### src/rtl/lsu_pkg.sv
// Shared definitions for the RV32I load/store unit: funct3 width codes,
// FSM state encoding, byte-enable width and an access-size decoder.
package lsu_pkg;

  localparam int BE_W = 32 / 8;

  localparam logic [2:0] F3_B  = 3'b000;
  localparam logic [2:0] F3_H  = 3'b001;
  localparam logic [2:0] F3_W  = 3'b010;
  localparam logic [2:0] F3_BU = 3'b100;
  localparam logic [2:0] F3_HU = 3'b101;

  typedef enum logic [1:0] {
    IDLE = 2'd0,
    REQ  = 2'd1,
    WAIT = 2'd2,
    DONE = 2'd3
  } state_e;

  typedef enum logic [1:0] {
    SZ_B = 2'd0,
    SZ_H = 2'd1,
    SZ_W = 2'd2
  } size_e;

  // Stores only know SB/SH and treat every other code as SW; loads decode
  // the size from funct3[1:0] so LBU/LHU share the LB/LH sizes.
  function automatic size_e access_size(input logic is_store, input logic [2:0] f3);
    size_e sz;
    sz = SZ_W;
    if (is_store) begin
      case (f3)
        F3_B:    sz = SZ_B;
        F3_H:    sz = SZ_H;
        default: sz = SZ_W;
      endcase
    end else begin
      case (f3[1:0])
        2'b00:   sz = SZ_B;
        2'b01:   sz = SZ_H;
        default: sz = SZ_W;
      endcase
    end
    return sz;
  endfunction

endpackage

### src/rtl/lsu_align.sv
// Lane steering for the LSU: store byte enables / replicated write data,
// and load byte/half extraction with sign or zero extension. Purely
// combinational; the store side and load side have independent inputs.
module lsu_align
  import lsu_pkg::*;
#(
  parameter int XLEN = 32
) (
  input  logic [2:0]      st_funct3,
  input  logic [1:0]      st_a,
  input  logic [XLEN-1:0] st_data,
  output logic [BE_W-1:0] st_be,
  output logic [XLEN-1:0] st_wdata,
  input  logic [2:0]      ld_funct3,
  input  logic [1:0]      ld_a,
  input  logic [XLEN-1:0] ld_rdata,
  output logic [XLEN-1:0] ld_data
);

  logic [7:0]  ld_byte;
  logic [15:0] ld_half;

  // Store side: enable the addressed lanes and replicate data into all lanes.
  always_comb begin
    st_be    = '1;
    st_wdata = st_data;
    case (access_size(1'b1, st_funct3))
      SZ_B: begin
        st_be    = 4'b0001 << st_a;
        st_wdata = {(XLEN/8){st_data[7:0]}};
      end
      SZ_H: begin
        st_be    = st_a[1] ? 4'b1100 : 4'b0011;
        st_wdata = {(XLEN/16){st_data[15:0]}};
      end
      default: begin
        st_be    = '1;
        st_wdata = st_data;
      end
    endcase
  end

  // Load side: pick the addressed byte/half, then extend; funct3[2] means unsigned.
  always_comb begin
    ld_byte = ld_rdata[7:0];
    case (ld_a)
      2'd0:    ld_byte = ld_rdata[7:0];
      2'd1:    ld_byte = ld_rdata[15:8];
      2'd2:    ld_byte = ld_rdata[23:16];
      default: ld_byte = ld_rdata[31:24];
    endcase
    ld_half = ld_a[1] ? ld_rdata[31:16] : ld_rdata[15:0];
    ld_data = ld_rdata;
    case (access_size(1'b0, ld_funct3))
      SZ_B:    ld_data = ld_funct3[2] ? {{(XLEN-8){1'b0}}, ld_byte}
                                      : {{(XLEN-8){ld_byte[7]}}, ld_byte};
      SZ_H:    ld_data = ld_funct3[2] ? {{(XLEN-16){1'b0}}, ld_half}
                                      : {{(XLEN-16){ld_half[15]}}, ld_half};
      default: ld_data = ld_rdata;
    endcase
  end

endmodule

### src/rtl/lsu.sv
// RV32I load/store unit: accepts an EX-stage memory op, runs a
// req/gnt/rvalid handshake to data memory and stalls the core meanwhile.
// Optional build macro LSU_MISALIGN_TRAP_EN: misaligned halfword/word
// accesses skip the bus and complete at once with misalign=1. Without it,
// misaligned addresses are aligned down and misalign stays 0.
//
// Handshake: dmem_req is held with stable addr/we/be/wdata until the cycle
// dmem_gnt=1 (that edge accepts the request); for loads, dmem_rvalid is only
// sampled in WAIT, which starts the cycle after the grant. gnt outside REQ and
// rvalid outside WAIT are ignored.
module lsu #(
  parameter int XLEN = 32,
  parameter int BE_W = XLEN / 8
) (
  input  logic            clk,
  input  logic            rst,
  input  logic            mem_op_valid,
  input  logic            MemRW,
  input  logic [2:0]      funct3,
  input  logic [XLEN-1:0] alu,
  input  logic [XLEN-1:0] Reg_rs2,
  output logic            lsu_busy,
  output logic            lsu_done,
  output logic [XLEN-1:0] load_data,
  output logic            misalign,
  output logic            dmem_req,
  output logic            dmem_we,
  output logic [XLEN-1:0] dmem_addr,
  output logic [XLEN-1:0] dmem_wdata,
  output logic [BE_W-1:0] dmem_be,
  input  logic            dmem_gnt,
  input  logic            dmem_rvalid,
  input  logic [XLEN-1:0] dmem_rdata
);

  import lsu_pkg::*;

  state_e          state_q, state_d;
  logic            lsu_done_q, lsu_done_d;
  logic [XLEN-1:0] load_data_q, load_data_d;
  logic            misalign_q, misalign_d;
  logic            dmem_req_q, dmem_req_d;
  logic            dmem_we_q, dmem_we_d;
  logic [XLEN-1:0] dmem_addr_q, dmem_addr_d;
  logic [XLEN-1:0] dmem_wdata_q, dmem_wdata_d;
  logic [BE_W-1:0] dmem_be_q, dmem_be_d;
  logic [2:0]      funct3_q, funct3_d;
  logic [1:0]      a_q, a_d;
  logic            store_q, store_d;

  logic [BE_W-1:0] st_be;
  logic [XLEN-1:0] st_wdata;
  logic [XLEN-1:0] ld_data;
  logic            trap;

  // Store lanes come from the live EX inputs (captured on accept); load
  // extraction uses the latched offset/width against the returned data.
  lsu_align #(.XLEN(XLEN)) u_align (
    .st_funct3 (funct3),
    .st_a      (alu[1:0]),
    .st_data   (Reg_rs2),
    .st_be     (st_be),
    .st_wdata  (st_wdata),
    .ld_funct3 (funct3_q),
    .ld_a      (a_q),
    .ld_rdata  (dmem_rdata),
    .ld_data   (ld_data)
  );

`ifdef LSU_MISALIGN_TRAP_EN
  size_e op_size;
  // Flag halfwords on odd addresses and words not on a 4-byte boundary.
  always_comb begin
    op_size = access_size(MemRW, funct3);
    trap    = ((op_size == SZ_H) && alu[0]) ||
              ((op_size == SZ_W) && (alu[1:0] != 2'b00));
  end
`else
  assign trap = 1'b0;
`endif

  // Next-state, stall and registered-output updates for the access FSM.
  always_comb begin
    state_d      = state_q;
    lsu_done_d   = 1'b0;
    load_data_d  = load_data_q;
    misalign_d   = misalign_q;
    dmem_req_d   = dmem_req_q;
    dmem_we_d    = dmem_we_q;
    dmem_addr_d  = dmem_addr_q;
    dmem_wdata_d = dmem_wdata_q;
    dmem_be_d    = dmem_be_q;
    funct3_d     = funct3_q;
    a_d          = a_q;
    store_d      = store_q;
    lsu_busy     = 1'b0;
    case (state_q)
      IDLE: begin
        lsu_busy = mem_op_valid;
        if (mem_op_valid) begin
          funct3_d = funct3;
          a_d      = alu[1:0];
          store_d  = MemRW;
          if (trap) begin
            state_d    = DONE;
            lsu_done_d = 1'b1;
            misalign_d = 1'b1;
          end else begin
            state_d      = REQ;
            dmem_req_d   = 1'b1;
            dmem_we_d    = MemRW;
            dmem_addr_d  = {alu[XLEN-1:2], 2'b00};
            dmem_be_d    = st_be;
            dmem_wdata_d = st_wdata;
          end
        end
      end
      REQ: begin
        lsu_busy = 1'b1;
        if (dmem_gnt) begin
          dmem_req_d = 1'b0;
          dmem_we_d  = 1'b0;
          if (store_q) begin
            state_d    = DONE;
            lsu_done_d = 1'b1;
            misalign_d = 1'b0;
          end else begin
            state_d = WAIT;
          end
        end
      end
      WAIT: begin
        lsu_busy = 1'b1;
        if (dmem_rvalid) begin
          state_d     = DONE;
          lsu_done_d  = 1'b1;
          misalign_d  = 1'b0;
          load_data_d = ld_data;
        end
      end
      default: begin
        // DONE: core advances on this edge; a pending mem_op_valid is not
        // accepted until the FSM is back in IDLE.
        state_d = IDLE;
      end
    endcase
  end

  // State and output registers with synchronous reset.
  always_ff @(posedge clk) begin
    if (rst) begin
      state_q      <= IDLE;
      lsu_done_q   <= 1'b0;
      load_data_q  <= '0;
      misalign_q   <= 1'b0;
      dmem_req_q   <= 1'b0;
      dmem_we_q    <= 1'b0;
      dmem_addr_q  <= '0;
      dmem_wdata_q <= '0;
      dmem_be_q    <= '0;
      funct3_q     <= '0;
      a_q          <= '0;
      store_q      <= 1'b0;
    end else begin
      state_q      <= state_d;
      lsu_done_q   <= lsu_done_d;
      load_data_q  <= load_data_d;
      misalign_q   <= misalign_d;
      dmem_req_q   <= dmem_req_d;
      dmem_we_q    <= dmem_we_d;
      dmem_addr_q  <= dmem_addr_d;
      dmem_wdata_q <= dmem_wdata_d;
      dmem_be_q    <= dmem_be_d;
      funct3_q     <= funct3_d;
      a_q          <= a_d;
      store_q      <= store_d;
    end
  end

  assign lsu_done   = lsu_done_q;
  assign load_data  = load_data_q;
  assign misalign   = misalign_q;
  assign dmem_req   = dmem_req_q;
  assign dmem_we    = dmem_we_q;
  assign dmem_addr  = dmem_addr_q;
  assign dmem_wdata = dmem_wdata_q;
  assign dmem_be    = dmem_be_q;

endmodule

### config.mk
export PLATFORM = sky130hd
export DESIGN_NAME = lsu
export DESIGN_NICKNAME = d
export VERILOG_FILES = /design/src/rtl/lsu_pkg.sv /design/src/rtl/lsu_align.sv /design/src/rtl/lsu.sv
export SDC_FILE = /design/constraint.sdc
export NUM_CORES = 1
export LEC_CHECK = 0
export ABC_AREA = 1
export CAP_MARGIN = 20
export CORE_MARGIN = 2
export CORE_UTILIZATION = 44
export DETAILED_ROUTE_END_ITERATION = 6
export PLACE_DENSITY = 0.81
export SLEW_MARGIN = 30
export SYNTH_ARGS = -nofsm -noshare
export SYNTH_HDL_FRONTEND = slang
export SYNTH_HIERARCHICAL = 1
export SYNTH_SLANG_ARGS = --single-unit
### constraint.sdc
create_clock -name clk -period 1.6 [get_ports clk]
set_input_delay 0.16 -clock clk [delete_from_list [all_inputs] [get_ports clk]]
set_output_delay 0.16 -clock clk [all_outputs]
set_load 0.02 [all_outputs]
=== Yosys cells after proc, flatten, opt, wreduce, memory -nomap -nowiden ===
Index checks and enable logic that the tools add are counted.

* Register bits: 110
* Bits in latches: 0
* Memory bits (writable): 0
* Bits in read-only memories: 0
* Input port bits: 105
* Output and inout port bits: 105
* Memories kept: 0

* Add/subtract/negate cells: 0
* Multiply operators: 0
* Divide/modulo/power cells: 0
* Magnitude comparators: 0
* Equality and inequality tests: 12
* Shifts and indexed selects: 1
* Multiplexer cells: 29
* Bitwise logic cells: 0
* Reduce and logical (&&, ||, !) cells: 14

{| class="wikitable"
|+ Operators by type and width
! kind !! count
|-
| 32-bit one-hot mux with 2 select lines || 2
|-
| 32-bit two-way mux || 2
|-
| 8-bit one-hot mux with 3 select lines || 1
|-
| 16-bit two-way mux || 1
|-
| 2-bit by 1-bit == test with 1-bit output, second input constant || 5
|-
| 2-bit logical NOT || 5
|-
| 1-bit two-way mux || 10
|-
| 1-bit one-hot mux with 2 select lines || 5
|-
| 2-bit != test, second input constant || 4
|-
| 2-bit one-hot mux with 2 select lines || 2
|-
| 4-bit one-hot mux with 2 select lines || 1
|-
| 2-bit two-way mux || 3
|-
| 2-bit one-hot mux with 3 select lines || 1
|-
| 3-bit AND reduction || 2
|-
| 2-bit == test, second input constant || 2
|-
| 4-bit two-way mux || 1
|-
| 2-bit AND reduction || 2
|-
| 4-bit AND reduction || 1
|-
| 2-bit nonzero test || 2
|-
| 1-bit by 2-bit << shifter with 4-bit output, first input constant || 1
|-
| 3-bit by 1-bit == test with 1-bit output, second input constant || 1
|-
| 3-bit logical NOT || 1
|-
| 2-bit OR reduction || 1
|}

=== Longest topological paths before layout ===
* Depth in word-level cells: 4
* Depth in mapped cells: 11
* Depth with buffers taken out: 9

=== Cells and area by module ===
Netlist, hierarchy kept.

{| class="wikitable"
|+ By module, submodules not included
! module !! instances !! cells each !! area an instance (µm²) !! sequential area each (µm²)
|-
| lsu || 1 || 506 || 4075.2 || 2182.1
|-
| lsu_align || 1 || 237 || 1262.5 || 0.0
|}

=== Least setup slack after synthesis ===
OpenSTA, ideal clock, no wires.

* Path kind: register -> output
* Start point: register state_q[0]
* End point: output lsu_busy
* Data arrival time: 1393 ps
* Setup slack: 47 ps
* Cell stages (with the launch flop): 9
* Buffers on the path: 2
* Path through: dfxtp_1 -> inv_1 -> ha_1 -> nand2_2 -> clkinv_2 -> buf_12 -> buf_6 -> nor2_1 -> nor2_1

* Longest elaborated chain between the ends: 3
* Elaborated cells on any way between the ends: 5
* Those cells by class: eq/ne: 2; mux: 1; reduce/logical: 2

{| class="wikitable"
|+ Ends and longest elaborated chain
! what !! line !! text
|-
| from (decl) || lsu.sv:38 || <nowiki>state_e state_q, state_d;</nowiki>
|-
| from (signal assigned) || lsu.sv:165 || <nowiki>state_q <= state_d;</nowiki>
|-
| 2-bit == test / 2-bit by 1-bit == test with 1-bit output (equally long branches) || lsu.sv:97 || <nowiki>case (state_q)</nowiki>
|-
| 2-bit OR reduction (no line) || - ||
|-
| 1-bit one-hot mux with 2 select lines (*) || lsu.sv:97 ||
|-
| to (decl) || lsu.sv:22 || <nowiki>output logic lsu_busy,</nowiki>
|}

Mark *: on every way between the ends. The rest lies on a longest branch, timed or not.

=== Worst setup path in the final report ===
* Start point: register dmem_wdata_q[7], in the netlist dmem_wdata[7]
* End point: output dmem_wdata[7]

{| class="wikitable"
|+ RTL lines
! what !! line !! text
|-
| from (decl) || lsu.sv:45 || <nowiki>logic [XLEN-1:0] dmem_wdata_q, dmem_wdata_d;</nowiki>
|-
| from (signal assigned) || lsu.sv:172 || <nowiki>dmem_wdata_q <= dmem_wdata_d;</nowiki>
|-
| to (decl) || lsu.sv:29 || <nowiki>output logic [XLEN-1:0] dmem_wdata,</nowiki>
|}

No word-level cell between the ends.

==> flow_summary.ini <==
[placement]
pre_cts_ws_ns = -0.0561
place.gp.congestion = 0.857
io_buffers = 206
place_hpwl_um = 11000

[drt]
wire_per_inst_um = 13.7
ant_nets = 0
num_vias = 5404
route.detailed.drc = 0
avgViaCountPerCell = 4.96
first_iter_violations = 423
wl_um = 14900
dr.pass1.iters = 5

[power_and_ir_drop]
irDropWorstVdd_mv = 0.761
p_per_area_nw_per_um2 = 1520
p_leak_uw = 0.00330

[finish]
nFillCells = 1081
n_antenna_cell = 0
nets = 1048
syn_to_final_growth_pct = 47.0
drive_above_1_share = 0.138
final_util = 0.659

[floorplanning]
dieArea_um2 = 13000
fp-row-count = 40
dieWidth_um = 114
initial_core_util = 0.448
io_pins = 210
die_h_um = 114
core-area_um2 = 11900

[critical_path]
crit_arrival_ns = 1.37
critPathTopFamily = buffers and inverters
slowest_delay_ns = 0.66
path_max_fanout = 2
required_ns = 1.44
slowest_stage = clkdlybuf4s50_1
crit_buf_inv = 1
crit_type = register to output port
end_kind = output port
crit_chain = clkdlybuf4s50_1
start_kind = register

[logic_synthesis]
synth_seq_cells = 109
async_flop_share = 0
yosys-top-cells-count = nor2_1, nand2_1, o21ai_0
ys_seq_area_frac = 0.409
synth_cell_types = 32
synth_top_area_share = 0.409
synth_area_um2 = 5340
synth.most_common_cell = nor2_1
synth_flop_cell = dfxtp_1
synth_top_cell_by_area = dfxtp_1
yosys_warnings = 6
synthCells = 743
synth_edf_count = 0
synthTopCellsByArea = dfxtp_1, nor2_1, o21ai_0, nand2_1, nor2_2
post_synth.cell_area_avg_um2 = 7.18

[clock_tree]
max-clock-path-buffers = 2
clock_sinks = 109
cts_max_level = 3
path_clk_slew_ns = 0.08
insertion_delay_ns = 0.35
cts_setup_buffers = 0
numCtsBuffers = 9
cts_tree = yes
root_buffer = clkbuf_16

[flow_run]
maxCapViolCount = 0

[grt]
grt_usage = 0.224
use_met3 = 0.0635
first_global_vias = 4832
grt.busiest_layer = met2
grt_pass1_wl_um = 23400
grt_max_degree = 55
use_met1 = 0.282
grt_overflow = 0
use_met2 = 0.363
antenna_found_initial = 0

[sta]
period_needed_ns = 1.53
fin_tns_setup_ns = 0
fmax_ghz = 0.654
fin_worst_skew_ns = 0.00607
drv_slew = 0
finalCritPeriodShare = 0.955
final-hold-violation-count = 0
fin_ws_ns = 0.0718
rsz0062_at_grt = no
setup_viol = 0

[outcome]
status = finished clean

[min_path]
hold_path.class = input pin to register
## cells in the final DEF, fill, tap and decap left out, drive strengths merged
cell,instances
nor2,232
clkdlybuf4s50,205
nand2,133
o21ai,118
dfxtp,109
inv,37
buf,33
nand3,29
o211ai,10
clkbuf,9
a21boi,5
o31ai,5
ha,5
a21oi,4
conb,3
clkinv,2
clkinvlp,1
nor3,1
nand3b,1
a22oi,1
## metal layers
| layer | part of all wire | routed length [um] | up-vias |
|---|---|---|---|
| li1 | - | - | 2745 |
| met1 | 0.43 | 6370 | 2395 |
| met2 | 0.46 | 6820 | 236 |
| met3 | 0.090 | 1350 | 28 |
| met4 | 0.027 | 396 | 0 |
| met5 | 0 | 0 | - |
## power breakdown
part / internal (uW) / total, uW / switching [uW] / leakage (uW)
registers: 3430 / 3860 / 432 / 0.000898
logic: 2660 / 5820 / 3170 / 0.00226
clock network: 1120 / 2240 / 1130 / 0.000145
## per-stage QoR
step                      power [uW]  std cells  hold slack, ns  area [um^2]
after floorplan                 7430        745           0.229         5350
after global placement          9660       1074           0.462         7540
after detailed placement        9750       1074           0.468         7540
after CTS                      12000       1090           0.413         7830
after global routing           12700       1090           0.441         7850
final                          11900       1090           0.421         7850
## final timing paths
kind / end / slack [ns] / from / cells past startpoint
worst min register to register: dmem_we / 0.48 / dmem_we / 2
worst max-delay path: dmem_wdata[7] / 0.07 / dmem_wdata[7] / 1
worst min-delay path: dmem_addr[21] / 0.42 / alu[21] / 3
worst max register to register: load_data[7] / 0.11 / funct3_q[1] / 7
## final cells by class
type	count	area (um^2)	area share
Clock buffer	9	225	0.0287
Clock inverter	7	75.1	0.00957
Inverter	33	130	0.0166
Multi-Input combinational cell	547	2640	0.337
Sequential cell	109	2190	0.279
Tap cell	147	184	0.0234
Timing Repair Buffer	238	2400	0.306
## cell families (layout without fill, tap and decap cells)
| kind of cell | Yosys count | in the layout | synth area share |
|---|---|---|---|
| buffers and inverters | 89 | 287 | 0.0982 |
| AND/OR/NAND/NOR | 396 | 396 | 0.337 |
| flip-flops | 109 | 109 | 0.409 |
| AO/OA/AOI/OAI | 143 | 143 | 0.144 |
| adder cells (fa/ha/maj) | 5 | 5 | 0.0117 |
| other | 1 | 3 | 0.000703 |
## registers in the layout, summed over array words and instances (netlist names)
| name | flops |
|---|---|
| dmem_be | 4 |
| dmem_req | 1 |
| dmem_addr | 30 |
| state_q | 2 |
| funct3_q | 3 |
| store_q | 1 |
| dmem_wdata | 32 |
| dmem_we | 1 |
| a_q | 2 |
| load_data | 32 |
| lsu_done | 1 |
## what timing repair did
action,CTS,global route
hold buffers,0,0
setup endpoints to repair,2,62
hold endpoints to repair,0,0
resized for setup,5,11
Note: power is estimated with default switching activity, not from simulation.
